`src/rtl/alu_seq_if.sv`:
```
// alu_seq_if
//   Decode-side handshake and retire status for the ALU sequencer.
//   master : decode stage (drives issue_*, observes issue_ready and retire_*)
//   slave  : alu_sequencer (accepts issue_*, drives issue_ready and retire_*)
interface alu_seq_if;
    logic       issue_valid;
    logic       issue_ready;
    logic       issue_alu_mode;
    logic [2:0] issue_op;
    logic       retire_valid;
    logic       retire_branch;
    logic       retire_wb;
    logic       retire_illegal;
    logic       retire_timeout;

    modport master (
        output issue_valid, issue_alu_mode, issue_op,
        input  issue_ready,
        input  retire_valid, retire_branch, retire_wb, retire_illegal, retire_timeout
    );

    modport slave (
        input  issue_valid, issue_alu_mode, issue_op,
        output issue_ready,
        output retire_valid, retire_branch, retire_wb, retire_illegal, retire_timeout
    );
endinterface

```
`src/rtl/alu_sequencer.sv`:
```
// alu_sequencer
//   Issue-side controller for the 16-bit ALU: accepts one decoded op, lets
//   operands settle for a cycle, holds execute until the ALU reports done or
//   branch, re-arms the ALU with a reset strobe and retires the op with a
//   one-cycle status pulse. Illegal ops bypass the ALU; a hung ALU is retired
//   with a timeout flag.
// Ports
//   clk, rst_n            clock, async active-low reset
//   seq (slave)           issue handshake and retire status
//   alu_mode, alu_op      latched op driven to the ALU
//   alu_execute           execute strobe
//   alu_reset             resetALU strobe
//   alu_done, alu_branch  ALU executeComplete / branchExecute
//   busy                  high whenever not idle
//
// state  | meaning
// INIT   | one-cycle ALU reset pulse after reset release
// IDLE   | ready to accept an op
// SETUP  | operands settle, execute low
// WAIT   | execute high, waiting for done/branch or timeout
// CLEAR  | resetALU high until status drops or timeout
// RETIRE | retire_valid pulse with latched flags
module alu_sequencer #(
    parameter int TIMEOUT_CYCLES = 16,
    parameter int CNT_W          = 5
) (
    input  logic       clk,
    input  logic       rst_n,
    alu_seq_if.slave   seq,
    output logic       alu_mode,
    output logic [2:0] alu_op,
    output logic       alu_execute,
    output logic       alu_reset,
    input  logic       alu_done,
    input  logic       alu_branch,
    output logic       busy
);

    localparam logic [2:0] ST_INIT   = 3'd0;
    localparam logic [2:0] ST_IDLE   = 3'd1;
    localparam logic [2:0] ST_SETUP  = 3'd2;
    localparam logic [2:0] ST_WAIT   = 3'd3;
    localparam logic [2:0] ST_CLEAR  = 3'd4;
    localparam logic [2:0] ST_RETIRE = 3'd5;

    localparam logic [CNT_W-1:0] CNT_LAST = CNT_W'(TIMEOUT_CYCLES - 1);
    localparam logic [CNT_W-1:0] CNT_MAX  = '1;

    logic [2:0]       state_q, state_d;
    logic [CNT_W-1:0] cnt_q, cnt_d, cnt_inc;
    logic             mode_q, mode_d;
    logic [2:0]       op_q, op_d;
    logic             branch_q, branch_d;
    logic             timeout_q, timeout_d;
    logic             illegal_q, illegal_d;

    logic ready_q, ready_d;
    logic execute_q, execute_d;
    logic reset_q, reset_d;
    logic busy_q, busy_d;
    logic rv_q, rv_d;
    logic rb_q, rb_d;
    logic rwb_q, rwb_d;
    logic ril_q, ril_d;
    logic rto_q, rto_d;

    logic accept, illegal_op;

    assign accept     = seq.issue_valid && ready_q;
    assign illegal_op = !seq.issue_alu_mode && (seq.issue_op >= 3'd3);
    assign cnt_inc    = (cnt_q == CNT_MAX) ? cnt_q : cnt_q + CNT_W'(1);

    always_comb begin
        state_d   = state_q;
        cnt_d     = cnt_q;
        mode_d    = mode_q;
        op_d      = op_q;
        branch_d  = branch_q;
        timeout_d = timeout_q;
        illegal_d = illegal_q;
        case (state_q)
            ST_INIT: begin
                // Leave only once the reset pulse has actually been driven.
                if (reset_q) state_d = ST_IDLE;
            end
            ST_IDLE: begin
                if (accept) begin
                    mode_d    = seq.issue_alu_mode;
                    op_d      = seq.issue_op;
                    branch_d  = 1'b0;
                    timeout_d = 1'b0;
                    illegal_d = illegal_op;
                    cnt_d     = '0;
                    state_d   = illegal_op ? ST_RETIRE : ST_SETUP;
                end
            end
            ST_SETUP: begin
                state_d = ST_WAIT;
            end
            ST_WAIT: begin
                if (alu_branch) begin
                    // Only conditional branches may report a taken branch.
                    branch_d = !mode_q && ((op_q == 3'd1) || (op_q == 3'd2));
                    cnt_d    = '0;
                    state_d  = ST_CLEAR;
                end else if (alu_done) begin
                    cnt_d   = '0;
                    state_d = ST_CLEAR;
                end else if (cnt_q == CNT_LAST) begin
                    timeout_d = 1'b1;
                    cnt_d     = '0;
                    state_d   = ST_CLEAR;
                end else begin
                    cnt_d = cnt_inc;
                end
            end
            ST_CLEAR: begin
                if (!alu_done && !alu_branch) begin
                    state_d = ST_RETIRE;
                end else if (cnt_q == CNT_LAST) begin
                    timeout_d = 1'b1;
                    state_d   = ST_RETIRE;
                end else begin
                    cnt_d = cnt_inc;
                end
            end
            ST_RETIRE: begin
                state_d = ST_IDLE;
            end
            default: begin
                state_d = ST_INIT;
            end
        endcase
    end

    // Outputs are registered from the next state so they line up with it.
    always_comb begin
        ready_d   = (state_d == ST_IDLE);
        execute_d = (state_d == ST_WAIT);
        reset_d   = (state_d == ST_INIT) || (state_d == ST_CLEAR);
        busy_d    = (state_d != ST_IDLE);
        rv_d      = (state_d == ST_RETIRE);
        rb_d      = rv_d && branch_d;
        ril_d     = rv_d && illegal_d;
        rto_d     = rv_d && timeout_d;
        rwb_d     = rv_d && !timeout_d && !illegal_d && (mode_d || (op_d == 3'd0));
    end

    always_ff @(posedge clk or negedge rst_n) begin
        if (!rst_n) begin
            state_q   <= ST_INIT;
            cnt_q     <= '0;
            mode_q    <= 1'b0;
            op_q      <= 3'd0;
            branch_q  <= 1'b0;
            timeout_q <= 1'b0;
            illegal_q <= 1'b0;
            ready_q   <= 1'b0;
            execute_q <= 1'b0;
            reset_q   <= 1'b0;
            busy_q    <= 1'b0;
            rv_q      <= 1'b0;
            rb_q      <= 1'b0;
            rwb_q     <= 1'b0;
            ril_q     <= 1'b0;
            rto_q     <= 1'b0;
        end else begin
            state_q   <= state_d;
            cnt_q     <= cnt_d;
            mode_q    <= mode_d;
            op_q      <= op_d;
            branch_q  <= branch_d;
            timeout_q <= timeout_d;
            illegal_q <= illegal_d;
            ready_q   <= ready_d;
            execute_q <= execute_d;
            reset_q   <= reset_d;
            busy_q    <= busy_d;
            rv_q      <= rv_d;
            rb_q      <= rb_d;
            rwb_q     <= rwb_d;
            ril_q     <= ril_d;
            rto_q     <= rto_d;
        end
    end

    assign seq.issue_ready    = ready_q;
    assign seq.retire_valid   = rv_q;
    assign seq.retire_branch  = rb_q;
    assign seq.retire_wb      = rwb_q;
    assign seq.retire_illegal = ril_q;
    assign seq.retire_timeout = rto_q;
    assign alu_mode           = mode_q;
    assign alu_op             = op_q;
    assign alu_execute        = execute_q;
    assign alu_reset          = reset_q;
    assign busy               = busy_q;

endmodule

```
`src/flat_wrapper.sv`:
```
// flat-port wrapper written by rule: the top's interface ports become plain ports
module alu_sequencer_flat 
#(
    parameter int TIMEOUT_CYCLES = 16,
    parameter int CNT_W          = 5
)
  (clk, rst_n, alu_mode, alu_op, alu_execute, alu_reset, alu_done, alu_branch, busy, seq_issue_valid, seq_issue_alu_mode, seq_issue_op, seq_issue_ready, seq_retire_valid, seq_retire_branch, seq_retire_wb, seq_retire_illegal, seq_retire_timeout);
  alu_seq_if seq_i ();
  input  logic clk;
  input  logic rst_n;
  output logic alu_mode;
  output logic [2:0] alu_op;
  output logic alu_execute;
  output logic alu_reset;
  input  logic alu_done;
  input  logic alu_branch;
  output logic busy;
  input wire logic [$bits(seq_i.issue_valid)-1:0] seq_issue_valid;
  input wire logic [$bits(seq_i.issue_alu_mode)-1:0] seq_issue_alu_mode;
  input wire logic [$bits(seq_i.issue_op)-1:0] seq_issue_op;
  output wire logic [$bits(seq_i.issue_ready)-1:0] seq_issue_ready;
  output wire logic [$bits(seq_i.retire_valid)-1:0] seq_retire_valid;
  output wire logic [$bits(seq_i.retire_branch)-1:0] seq_retire_branch;
  output wire logic [$bits(seq_i.retire_wb)-1:0] seq_retire_wb;
  output wire logic [$bits(seq_i.retire_illegal)-1:0] seq_retire_illegal;
  output wire logic [$bits(seq_i.retire_timeout)-1:0] seq_retire_timeout;
  assign seq_i.issue_valid = seq_issue_valid;
  assign seq_i.issue_alu_mode = seq_issue_alu_mode;
  assign seq_i.issue_op = seq_issue_op;
  assign seq_issue_ready = seq_i.issue_ready;
  assign seq_retire_valid = seq_i.retire_valid;
  assign seq_retire_branch = seq_i.retire_branch;
  assign seq_retire_wb = seq_i.retire_wb;
  assign seq_retire_illegal = seq_i.retire_illegal;
  assign seq_retire_timeout = seq_i.retire_timeout;
  alu_sequencer #(.TIMEOUT_CYCLES(TIMEOUT_CYCLES), .CNT_W(CNT_W)) u_core (.clk(clk), .rst_n(rst_n), .seq(seq_i), .alu_mode(alu_mode), .alu_op(alu_op), .alu_execute(alu_execute), .alu_reset(alu_reset), .alu_done(alu_done), .alu_branch(alu_branch), .busy(busy));
endmodule
```
`config.mk`:
```
export PLATFORM = sky130hd
export DESIGN_NAME = alu_sequencer_flat
export DESIGN_NICKNAME = d
export VERILOG_FILES = /design/src/rtl/alu_seq_if.sv /design/src/rtl/alu_sequencer.sv /design/src/flat_wrapper.sv
export SDC_FILE = /design/constraint.sdc
export NUM_CORES = 1
export LEC_CHECK = 0
export CORE_MARGIN = 1
export CORE_UTILIZATION = 55
export DETAILED_ROUTE_END_ITERATION = 6
export HOLD_SLACK_MARGIN = 0.06
export PLACE_DENSITY = 0.83
export SETUP_SLACK_MARGIN = 0.15
export SYNTH_ARGS = -nofsm -noshare
export SYNTH_HDL_FRONTEND = slang
export SYNTH_SLANG_ARGS = --single-unit
```
`constraint.sdc`:
```
create_clock -name clk -period 3.6 [get_ports clk]
set_clock_uncertainty 0.15 [all_clocks]
set_input_delay 0.36 -clock clk [delete_from_list [all_inputs] [get_ports clk]]
set_output_delay 0.36 -clock clk [all_outputs]
set_load 0.01 [all_outputs]
```
# Yosys cells after proc, flatten, opt, wreduce, memory -nomap -nowiden
# Index checks and enable logic that the tools add are counted.
[word_totals]
reg_bits = 24
output_inout_bits = 13
[classes]
n_addsub = 1
magnitude_cmp = 1
eq_ne = 17
mux = 32
n_reduce_logical = 24
[op_table]
columns = ["cell", "n"]
rows = [
  ["2-to-1 mux 5 bit", 7],
  ["2-to-1 mux 3 bit", 10],
  ["case mux 3 bit (6 select lines)", 1],
  ["case mux 5 bit (3 select lines)", 1],
  ["== test 3 x 2 -> 1 bit, second input constant", 4],
  ["== test 3 bit, second input constant", 4],
  ["2-to-1 mux 1 bit", 11],
  ["logical AND 1 bit", 10],
  ["== test 3 x 1 -> 1 bit, second input constant", 3],
  ["logical NOT 3 bit", 3],
  ["logical NOT 1 bit", 6],
  ["adder 5 x 1 -> 5 bit, second input constant", 1],
  ["== test 5 x 4 -> 1 bit, second input constant", 1],
  ["== test 5 bit, second input constant", 1],
  ["!= test 2 bit, second input constant", 2],
  ["AND reduction 4 bit", 1],
  ["greater-or-equal comparator 3 x 2 -> 1 bit, second input constant", 1],
  ["logical OR 1 bit", 3],
  ["!= test 3 x 1 -> 1 bit, second input constant", 1],
  ["case mux 1 bit (3 select lines)", 1],
  ["nonzero test 3 bit", 1],
  ["!= test 2 x 1 -> 1 bit, second input constant", 1],
  ["case mux 1 bit (2 select lines)", 1],
]

# Logic depth before layout (Yosys ltp)
[depth]
depth_word = 9
depth_mapped = 6

# Least setup slack after synthesis
# OpenSTA, ideal clock, no wires.
[synth_path]
path_kind = "register to register"
from = "register u_core.cnt_q[0]"
to = "register u_core.busy_q, in the netlist u_core.busy"
setup_time_ns = 0.131
arrival_time_ns = 1.521
slack_ns = 1.797
path_stages_with_launch = 6
path_buffers = 0
period_less_slack_ns = 1.803
path_cell_list = "dfrtp_1 -> ha_1 -> nand4b_4 -> a21oi_2 -> or3_4 -> or3_1"
[synth_via]
elab_chain_cells = 6
elab_cells_between_ends = 8
[synth_lines]
columns = ["item", "line", "text"]
rows = [
  ["start: declaration", "alu_sequencer.sv:50", "logic [CNT_W-1:0] cnt_q, cnt_d, cnt_inc;"],
  ["start signal: assignment", "alu_sequencer.sv:169", "cnt_q <= cnt_d;"],
  ["== test 5 x 4 -> 1 bit *", "alu_sequencer.sv:109, alu_sequencer.sv:120", ""],
  ["2-to-1 mux 3 bit", "alu_sequencer.sv:109", "end else if (cnt_q == CNT_LAST) begin"],
  ["2-to-1 mux 3 bit", "alu_sequencer.sv:106", "end else if (alu_done) begin"],
  ["2-to-1 mux 3 bit", "alu_sequencer.sv:101", "if (alu_branch) begin"],
  ["case mux 3 bit (6 select lines) *", "alu_sequencer.sv:81", "case (state_q)"],
  ["via u_core.state_d[2]", "alu_sequencer.sv:49", "logic [2:0] state_q, state_d;"],
  ["!= test 3 x 1 -> 1 bit *", "alu_sequencer.sv:141", "busy_d = (state_d != ST_IDLE);"],
  ["via u_core.busy_d", "alu_sequencer.sv:60", "logic busy_q, busy_d;"],
  ["end signal: assignment", "alu_sequencer.sv:178", "busy_q <= busy_d;"],
  ["end: declaration", "alu_sequencer.sv:60", ""],
]
# The timed path passes the listed nets; every way through them passes the cells marked *.
# A chain may end at the register's enable or synchronous reset.

# Worst setup path in the final report
[layout_path]
from = "register u_core.cnt_q[0]"
to = "register u_core.busy_q, in the netlist u_core.busy"
[layout_via]
elab_chain_cells = 6
elab_cells_between_ends = 8
[layout_lines]
columns = ["item", "line"]
rows = [
  ["== test 5 x 4 -> 1 bit *", "alu_sequencer.sv:109, alu_sequencer.sv:120"],
  ["2-to-1 mux 3 bit", "alu_sequencer.sv:109"],
  ["2-to-1 mux 3 bit", "alu_sequencer.sv:106"],
  ["2-to-1 mux 3 bit", "alu_sequencer.sv:101"],
  ["case mux 3 bit (6 select lines) *", "alu_sequencer.sv:81"],
  ["!= test 3 x 1 -> 1 bit *", "alu_sequencer.sv:141"],
  ["via u_core.busy_d", "alu_sequencer.sv:60"],
]
# Marks and branches as above.

==> metrics.json <==
{
  "timing.critical_path.to_type": {"value": "register"},
  "num_rows": {"value": 16},
  "synth-seq-cells": {"value": 24},
  "drc_errors_left": {"value": 0},
  "synth_seq_area_share": {"value": 0.484},
  "place_worst_setup_slack": {"value": 1390, "unit": "ps"},
  "utilization": {"value": 0.717},
  "synth_area_leaders": {"value": "sky130_fd_sc_hd__dfrtp_1 (48%), sky130_fd_sc_hd__a21oi_1 (4.4%), sky130_fd_sc_hd__mux2_2 (3.6%)"},
  "synth.largest_area_cell": {"value": "sky130_fd_sc_hd__dfrtp_1"},
  "reg2reg_slack": {"value": 1640, "unit": "ps"},
  "finalWorstSetupSlack": {"value": 1640, "unit": "ps"},
  "wl_met3": {"value": 116, "unit": "um"},
  "worst_setup_path_startpoint": {"value": "u_core.cnt_q[0]"},
  "drt_pre_antenna_iters": {"value": 4},
  "synth-main-ff-cell": {"value": "sky130_fd_sc_hd__dfrtp_1"},
  "critical_path.reg2reg.startpoint": {"value": "u_core.cnt_q[0]"},
  "p_leak": {"value": 0.670, "unit": "nW"},
  "rsz0062_at_grt": {"value": "no"},
  "first_pass_grt_wire_length": {"value": 4.25, "unit": "mm"},
  "wire_per_inst": {"value": 15.6, "unit": "um"},
  "port_buffers": {"value": 21},
  "min_period_over_period": {"value": 0.545},
  "power.net_switching": {"value": 0.000437, "unit": "W"},
  "chipWidth": {"value": 49.5, "unit": "um"},
  "first_global_vias": {"value": 912},
  "detail_route.wirelength.met1": {"value": 1.07, "unit": "mm"},
  "fp.dieH": {"value": 49.5, "unit": "um"},
  "finalNonFillerCells": {"value": 160},
  "asyncSetResetFlopFracSynth": {"value": 1.00},
  "crit-reg2reg-capture": {"value": "u_core.busy"},
  "gate_count_post_synth": {"value": 114},
  "cts-buffers-inserted": {"value": 3},
  "cts_resized": {"value": 0},
  "combinational_share_of_power": {"value": 0.467},
  "overflow": {"value": 0},
  "synthDominantCellAreaShare": {"value": 0.484},
  "maxCapViolations": {"value": 0},
  "grt_max_degree": {"value": 25},
  "run_status": {"value": "completed"},
  "areaGrowthSynthToFinish": {"value": 17.9, "unit": "%"},
  "number_of_cell_instances_on_the_worst_register_to_register_path": {"value": 5},
  "insertion_delay": {"value": 310, "unit": "ps"},
  "yosysWarnings": {"value": 0},
  "sequential_share_of_power": {"value": 0.429},
  "synth.distinct_cells": {"value": 44},
  "top_level_ports": {"value": 22},
  "antenna_cells": {"value": 0},
  "irDropWorstVdd": {"value": 0.648, "unit": "mV"},
  "whs_path_depth": {"value": 1},
  "post_synth_instance_area": {"value": 1240, "unit": "sq um"},
  "clkSlewWorstSetupHoldPaths": {"value": 120, "unit": "ps"},
  "post_drt_via_cell_ratio": {"value": 6.13},
  "cp.arrival": {"value": 2010, "unit": "ps"},
  "wl": {"value": 2.50, "unit": "mm"},
  "hp-class": {"value": "reg -> reg"},
  "sequential_cell_area": {"value": 601, "unit": "sq um"},
  "layout_min_cycle_time": {"value": 1960, "unit": "ps"},
  "finalSetupTns": {"value": 0, "unit": "ps"},
  "detailed_place_hpwl": {"value": 1.88, "unit": "mm"},
  "dr_wl_met2": {"value": 1.29, "unit": "mm"},
  "top_layer_used": {"value": "met4"},
  "cts_root_buffer": {"value": "sky130_fd_sc_hd__clkbuf_4"},
  "timing.slew.headroom": {"value": 0.298},
  "internal_power": {"value": 0.000667, "unit": "W"},
  "synth_edf_count": {"value": 0},
  "slew_viol_final": {"value": 0},
  "tritoncts_num_sinks": {"value": 24},
  "drt-initial-drc-count": {"value": 35},
  "routabilityCongestion": {"value": 0.819},
  "cp-start-kind": {"value": "register"},
  "finalHoldViolCount": {"value": 0},
  "avgSynthCellArea": {"value": 10.9, "unit": "sq um"},
  "core_area": {"value": 2040, "unit": "sq um"},
  "track_usage": {"value": 0.232},
  "htree_num_levels": {"value": 1},
  "power_per_cell_area": {"value": 755, "unit": "nW/um^2"},
  "detailroute.via_count": {"value": 981},
  "crit_required": {"value": 3650, "unit": "ps"},
  "power.share.switching": {"value": 0.396},
  "worstMarginPinSlew": {"value": 1050, "unit": "ps"},
  "setup_fix_buffers_added_after_clock_tree_synthesis": {"value": 0},
  "antenna_violations_before_repair": {"value": 0},
  "filler_instances": {"value": 170},
  "hold_end": {"value": "u_core.branch_q"},
  "multiInputGateArea": {"value": 574, "unit": "sq um"},
  "power.clock.fraction": {"value": 0.103},
  "setup.worst_path.class": {"value": "reg -> reg"},
  "postSynthNetCount": {"value": 124},
  "initial_utilization": {"value": 0.608},
  "max_freq": {"value": 510, "unit": "MHz"},
  "fp.dieArea": {"value": 2450, "unit": "sq um"},
  "cts.hold.buffers_added": {"value": 0},
  "detail-route-antenna-nets": {"value": 0},
  "cts_buffer_depth": {"value": 2},
  "report.final.setup_viol": {"value": 0},
  "finalNetCount": {"value": 145},
  "placedCellCount": {"value": 157},
  "crit_path_max_fanout": {"value": 6},
  "timing.hold.worst.start": {"value": "u_core.branch_q"},
  "layout_cells_sized_above_1": {"value": 0.105},
  "clock_tree_from_tritoncts": {"value": "yes"}
}
==> cells in the final DEF, fill, tap and decap left out, types with 3 or more instances in the layout <==
master	count
sky130_fd_sc_hd__nor4_1	3
sky130_fd_sc_hd__inv_1	6
sky130_fd_sc_hd__nand3_1	3
sky130_fd_sc_hd__nor3_1	6
sky130_fd_sc_hd__clkbuf_4	3
sky130_fd_sc_hd__o21ai_0	5
sky130_fd_sc_hd__mux2_2	4
sky130_fd_sc_hd__nor2_1	7
sky130_fd_sc_hd__nand2_1	3
sky130_fd_sc_hd__clkdlybuf4s50_1	21
sky130_fd_sc_hd__a21oi_1	11
sky130_fd_sc_hd__o211ai_1	3
sky130_fd_sc_hd__dfrtp_1	24
==> per-stage QoR <==
step	cell area (sq um)	hold WS, ps	power [W]
finish	1460	374	0.00110
global route	1460	377	0.00118
CTS	1460	375	0.00111
detailed placement	1440	345	0.000995
global placement	1440	349	0.000972
floorplan	1240	-85.6	0.000837
==> per-layer routing <==
metal  track usage  vias up
met1         0.299      488
met5             0        -
met4        0.0857        0
li1              -      462
met3        0.0401        2
met2         0.390       29
==> cell type report <==
| type | instances | share of cell area |
|---|---|---|
| Inverter | 6 | 0.0154 |
| Clock buffer | 3 | 0.0154 |
| Tap cell | 27 | 0.0231 |
| Multi-Input combinational cell | 79 | 0.392 |
| Timing Repair Buffer | 21 | 0.144 |
| Sequential cell | 24 | 0.410 |
==> sequential cells by signal (all words and copies together) (netlist names) <==
signal                     flops
u_core.cnt_q                   5
u_core.alu_op                  3
u_core.state_q                 3
u_core.alu_execute             1
u_core.alu_mode                1
u_core.alu_reset               1
u_core.branch_q                1
u_core.busy                    1
u_core.illegal_q               1
u_core.seq.issue_ready         1
u_core.seq.retire_branch       1
u_core.seq.retire_illegal      1
u_core.seq.retire_timeout      1
u_core.seq.retire_valid        1
u_core.seq.retire_wb           1
u_core.timeout_q               1
==> how the worst max path moves through the flow <==
stage	end	slack, ps	cells past startpoint
floorplan	u_core.busy	1800	5
global placement	u_core.busy	1480	5
global route	u_core.busy	1510	5
CTS	u_core.busy	1640	5
finish	u_core.busy	1640	5
detailed placement	u_core.busy	1390	5
==> logic make-up (layout without fill, tap and decap cells) <==
logic type                 Yosys count  after routing  synth area share
and+or+nand+nor                     39             39             0.219
AOI/OAI and AO/OA                   33             33             0.182
DFF                                 24             24             0.484
buffers and inverters               11             30            0.0534
muxes                                5              5            0.0444
adders and majority gates            1              1            0.0101
xor gates and xnor gates             1              1           0.00706
==> Yosys cell counts, drive strengths merged (3+ instances only) <==
cell    number
dfrtp       24
nor4         3
mux2         4
clkbuf       3
o211ai       3
a21oi       12
inv          6
or3          3
nor3         6
nand3        3
nor2         7
o21ai        5
nand2        3
==> critical path, stage by stage (launching register included) <==
cell,delay [ps]
sky130_fd_sc_hd__dfrtp_1,430
sky130_fd_sc_hd__ha_1,300
sky130_fd_sc_hd__and4b_1,270
sky130_fd_sc_hd__o211ai_1,220
sky130_fd_sc_hd__o311ai_2,160
sky130_fd_sc_hd__or3_1,320
==> power groups by stage <==
stage / clock [W] / sequential, W / combinational (W)
after global routing: 0.000127 / 0.000492 / 0.000564
after detailed placement: 0 / 0.000479 / 0.000516
after global placement: 0 / 0.000477 / 0.000495
after floorplan: 0 / 0.000446 / 0.000391
after CTS: 0.000116 / 0.000474 / 0.000518
final: 0.000114 / 0.000474 / 0.000516
Power figures use the tool's default switching activity.
